## config.mk

```make
export PLATFORM = sky130hd
export DESIGN_NAME = harvard_result_scanner
export DESIGN_NICKNAME = d
export VERILOG_FILES = /design/src/rtl/harvard_result_scanner.sv
export SDC_FILE = /design/constraint.sdc
export NUM_CORES = 1
export LEC_CHECK = 0
export CORE_ASPECT_RATIO = 0.7
export CORE_MARGIN = 5
export CORE_UTILIZATION = 44
export DETAILED_ROUTE_END_ITERATION = 10
export GPL_ROUTABILITY_DRIVEN = 1
export PLACE_DENSITY = 0.87
export SYNTH_ARGS = -nofsm -noshare
export SYNTH_HDL_FRONTEND = slang
export SYNTH_SLANG_ARGS = --single-unit
```

## constraint.sdc

```tcl
create_clock -name clk -period 2.46 [get_ports clk]
set_clock_uncertainty 0.05 [all_clocks]
set_input_delay 0.246 -clock clk [delete_from_list [all_inputs] [get_ports clk]]
set_output_delay 0.246 -clock clk [all_outputs]
set_load 0.02 [all_outputs]
```

## src/rtl/harvard_result_scanner.sv

```systemverilog
// Data-port shim: forwards CPU traffic, then scans result words after halt.
// Optional first-mismatch capture ports under RESULT_SCAN_CAPTURE_EN.
module harvard_result_scanner #(
  parameter logic [31:0] BASE_ADDR  = 32'h0000_0480,
  parameter int unsigned WORD_COUNT = 30,
  parameter logic [31:0] EXP_INIT   = 32'hCBA8_7AE0,
  parameter logic [31:0] EXP_STEP   = 32'hDCBA_2345,
  parameter int unsigned MAX_CYCLES = 1000
) (
  input  logic        clk,
  input  logic        reset_n,
  input  logic        cpu_active,
  input  logic [31:0] cpu_data_address,
  input  logic        cpu_data_read,
  input  logic        cpu_data_write,
  input  logic [31:0] cpu_data_writedata,
  output logic [31:0] cpu_data_readdata,
  output logic [31:0] ram_data_address,
  output logic        ram_data_read,
  output logic        ram_data_write,
  output logic [31:0] ram_data_writedata,
  input  logic [31:0] ram_data_readdata,
  output logic        busy,
  output logic        done,
  output logic        pass,
  output logic        timeout,
`ifdef RESULT_SCAN_CAPTURE_EN
  output logic [31:0] fail_addr,
  output logic [31:0] fail_data,
  output logic        fail_valid,
`endif
  output logic [15:0] err_count
);

  typedef enum logic [1:0] {
    WAIT_ACT, RUN, SCAN, DONE
  } state_t;

  localparam logic [31:0] MAXC = 32'(MAX_CYCLES);
  localparam logic [31:0] LAST =
    32'(WORD_COUNT > 0 ? WORD_COUNT - 1 : 0);

  state_t      state, state_n;
  logic [31:0] idx, exp_val, cyc;
  logic [15:0] err_q, err_n;
  logic        pass_q, tout_q;
  logic        mism, tout_hit;

  assign mism  = ram_data_readdata != exp_val;
  assign err_n = (mism && err_q != 16'hFFFF)
               ? err_q + 16'd1 : err_q;

  assign cpu_data_readdata = ram_data_readdata;
  assign busy      = state == SCAN;
  assign done      = state == DONE;
  assign pass      = pass_q;
  assign timeout   = tout_q;
  assign err_count = err_q;

  always_comb begin
    state_n            = state;
    tout_hit           = 1'b0;
    ram_data_address   = cpu_data_address;
    ram_data_read      = cpu_data_read;
    ram_data_write     = cpu_data_write;
    ram_data_writedata = cpu_data_writedata;
    unique case (state)
      WAIT_ACT: begin
        if (cyc == MAXC) begin
          state_n  = DONE;
          tout_hit = 1'b1;
        end else if (cpu_active) begin
          state_n = RUN;
        end
      end
      RUN: begin
        // A halt on the same edge as the deadline still counts as a halt
        if (!cpu_active) begin
          state_n = (WORD_COUNT == 0) ? DONE : SCAN;
        end else if (cyc == MAXC) begin
          state_n  = DONE;
          tout_hit = 1'b1;
        end
      end
      SCAN: begin
        ram_data_address   = BASE_ADDR + (idx << 2);
        ram_data_read      = 1'b1;
        ram_data_write     = 1'b0;
        ram_data_writedata = '0;
        if (idx == LAST) state_n = DONE;
      end
      DONE: begin
        ram_data_address   = BASE_ADDR;
        ram_data_read      = 1'b0;
        ram_data_write     = 1'b0;
        ram_data_writedata = '0;
      end
      default: state_n = WAIT_ACT;
    endcase
  end

  always_ff @(posedge clk) begin
    if (!reset_n) begin
      state   <= WAIT_ACT;
      idx     <= '0;
      exp_val <= EXP_INIT;
      cyc     <= '0;
      err_q   <= '0;
      pass_q  <= 1'b0;
      tout_q  <= 1'b0;
    end else begin
      state <= state_n;
      if (state == WAIT_ACT || state == RUN)
        cyc <= cyc + 32'd1;
      if (state == SCAN) begin
        idx     <= idx + 32'd1;
        exp_val <= exp_val + EXP_STEP;
        err_q   <= err_n;
      end
      if (tout_hit) tout_q <= 1'b1;
      // Verdict includes the compare made on the final scan edge
      if (state != DONE && state_n == DONE)
        pass_q <= (state == SCAN) ? (err_n == 16'd0) : !tout_hit;
    end
  end

`ifdef RESULT_SCAN_CAPTURE_EN
  always_ff @(posedge clk) begin
    if (!reset_n) begin
      fail_addr  <= '0;
      fail_data  <= '0;
      fail_valid <= 1'b0;
    end else if (state == SCAN && mism && !fail_valid) begin
      fail_addr  <= ram_data_address;
      fail_data  <= ram_data_readdata;
      fail_valid <= 1'b1;
    end
  end
`endif

endmodule
```

==> results.yml <==
cells_and_area:
  diodes: 0
  multi_input_area_sq_um: 4730
  drive_gt1_frac: 0.151
  syn_to_final_growth_pct: 44.9
  nFillCells: 1349
  nets: 1292
  register_area_sq_um: 2330
place:
  place_congestion: 0.965
  io_buffers: 218
  dp_hpwl_um: 17300
  place_ws_ps: -406
cts:
  cts_tree: "yes"
  clock-root-buffer: "clkbuf_16"
  cts_max_path_buffers: 2
  numCtsBuffers: 17
  clock_latency_ps: 420
  postCtsHoldBufs: 0
  path_clk_slew_ps: 60
  clock_sinks: 116
  cts_max_level: 4
setup_path:
  critPathLaunch: "idx[13]$_SDFFE_PN0P_"
  start_kind: "flop"
  critPathMaxFanout: 3
  ff2ff_setup_slack_ps: 20
  worst_setup_path_end_kind: "output pin"
  reg2reg_from: "exp_val[13]$_SDFFE_PN1P_"
  worstPathRequired_ps: 2160
  r2r-end: "pass$_SDFFE_PN0P_"
  rr_worst_depth: 9
  critical_path_class: "reg -> out"
  cp.arrival_ps: 2400
yosys:
  ys_warn_count: 0
  ys_types: 68
  synth_area_leaders: "dfxtp_1 (31%), xor2_1 (9.2%), xnor2_1 (8.2%)"
  avgSynthCellArea_sq_um: 7.98
  ys_seq_area_frac: 0.308
  synth_edf_count: 0
  synth_area_leader_cell: "dfxtp_1"
  synthesis.area_sq_um: 7540
  synth_most_common_cell: "dfxtp_1"
  netlist_instances: 945
  synth-seq-cells: 116
  syn_nets: 1053
  ys_top_cells_by_count: "dfxtp_1 (116), nand2_1 (82), xor2_1 (79)"
  ys_async_sr_fraction: 0
  netlist.area_leader.share: 0.308
  dominantRegCellSynth: "dfxtp_1"
route:
  drt_first_pass_iters: 5
  vias: 7660
  drc: 0
  postRouteAntennaNets: 0
  viasPerCell: 5.37
  drt_iter0_drc: 727
  avgRoutedWirePerCell_um: 16.6
  drt_wl_total_um: 23700
timing:
  worstMarginPinSlew_ps: 656
  setup_ws_ps: -237
  post-route-period-util: 1.10
  hold_viol: 0
  fmax_mhz: 371
  finalSetupViolCount: 8
  grt_setup_unrepaired: "true"
  tns_ps: -838
  fin_crit_ps: 2700
  maxSlewViolCount: 0
  slew_headroom: 0.562
die:
  core_sq_um: 17000
  fp.dieW_um: 166
  io_pins: 219
  start_util: 0.443
  placementRows: 40
  die_area_sq_um: 19900
  die_h_um: 120
run_status:
  outcome: "finished with violations"
  violations: "setup timing"
power:
  powerDensity_nw_per_um2: 490
  peakVddDrop_mv: 0.339
  p_leak_uw: 0.00442
global_route:
  grt_use_total: 0.225
  grt_overflow: 0
  antenna_found_initial: 0
  grt_pass1_vias: 7347
  grt_first_pass_wirelength_um: 36700
  grt_max_degree: 58
worst_hold_path:
  worstHoldEndpoint: "exp_val[11]$_SDFFE_PN1P_"
  hold_start: "reset_n"
  min_path_cells: 2
  hold_class: "in -> reg"
flow_run:
  max_cap_violations: 0
-- sequential cells by signal, indices dropped and copies added, names as in the netlist --
name       flops
cyc           32
err_count     16
exp_val       32
idx           32
pass           1
state          2
timeout        1
-- cells in the final DEF (no fill, tap or decap), types with 4 or more instances in the layout --
master,Yosys,final
a21boi_0,11,11
a21boi_1,4,4
a21oi_1,14,13
and2_1,76,76
and3_1,17,15
and4_1,7,7
buf_2,12,4
buf_4,33,89
buf_6,0,4
clkbuf_16,0,17
clkbuf_2,1,5
clkbuf_8,0,5
clkdlybuf4s50_1,0,194
dfxtp_1,116,109
dfxtp_2,0,6
dlygate4sd2_1,0,5
ha_1,7,6
inv_1,43,43
mux2i_1,4,4
nand2_1,82,81
nand2b_1,5,5
nand3_1,32,31
nand4_1,29,29
nor2_1,56,52
nor2b_1,43,43
nor3_1,15,14
nor4_1,18,15
o21ai_0,23,23
o22ai_1,26,26
or3_1,15,15
or4_1,4,4
xnor2_1,71,70
xor2_1,79,77
-- worst max-delay path: stages (launching register included) --
cell and delay (ps):
dfxtp_2 330, and3_4 190, and3_4 190, nand4_1 140, nor3_2 290, nand4_1 190, nor2_1 190, xnor2_1 150
o22ai_1 110, buf_4 200
-- logic make-up after synthesis --
group | count (synthesis) | synth area share
AO/OA/AOI/OAI | 110 | 0.0976
XOR/XNOR | 150 | 0.174
adder cells (fa/ha/maj) | 7 | 0.0116
buffers and inverters | 130 | 0.0833
flip-flops | 116 | 0.308
multiplexers | 5 | 0.00680
AND/OR/NAND/NOR | 427 | 0.318
-- layer usage --
layer  GRT usage  wire, um
met1       0.298     10100
met2       0.359     10900
met3      0.0626      2170
met4      0.0690       423
met5           0         0
-- power breakdown --
part	switching, uW	internal [uW]	leakage (uW)
Clock	879	1610	0.000291
Combinational	439	467	0.00319
Sequential	42.7	1910	0.000940
Total	1360	3990	0.00442
-- stage by stage --
stage / area, sq um / instances / total power [uW] / hold slack (ps) / util
final: 10900 / 1427 / 5360 / 254 / 0.642
after global routing: 10900 / 1427 / 5530 / 280 / 0.642
after CTS: 10800 / 1420 / 5360 / 236 / 0.634
after detailed placement: 10100 / 1387 / 2900 / 424 / 0.596
after global placement: 10100 / 1387 / 2880 / 397 / 0.596
after floorplan: 7540 / 945 / 2440 / 417 / -
-- worst max path at each step --
stage,slack [ps],to
finish,-240,ram_data_address[31]
detailed placement,-410,pass$_SDFFE_PN0P_
CTS,-180,ram_data_address[31]
floorplan,10,err_count[13]$_SDFFE_PN0P_
global route,-340,ram_data_address[31]
global placement,-350,pass$_SDFFE_PN0P_
-- area by class of cell --
class,instances,area share
clock inverter,8,0.00905
clock buffer,23,0.0456
timing repair buffer,305,0.257
sequential,116,0.214
tap,231,0.0265
multi-input combinational,699,0.433
inverter,45,0.0155
-- repair_timing --
action	4_1_cts	5_1_grt
endpoints found under the setup margin	34	39
cloned	0	0
gates resized for setup	73	40
setup buffers	3	9
pin swaps	5	19
Note: power is estimated with default switching activity, not from simulation.
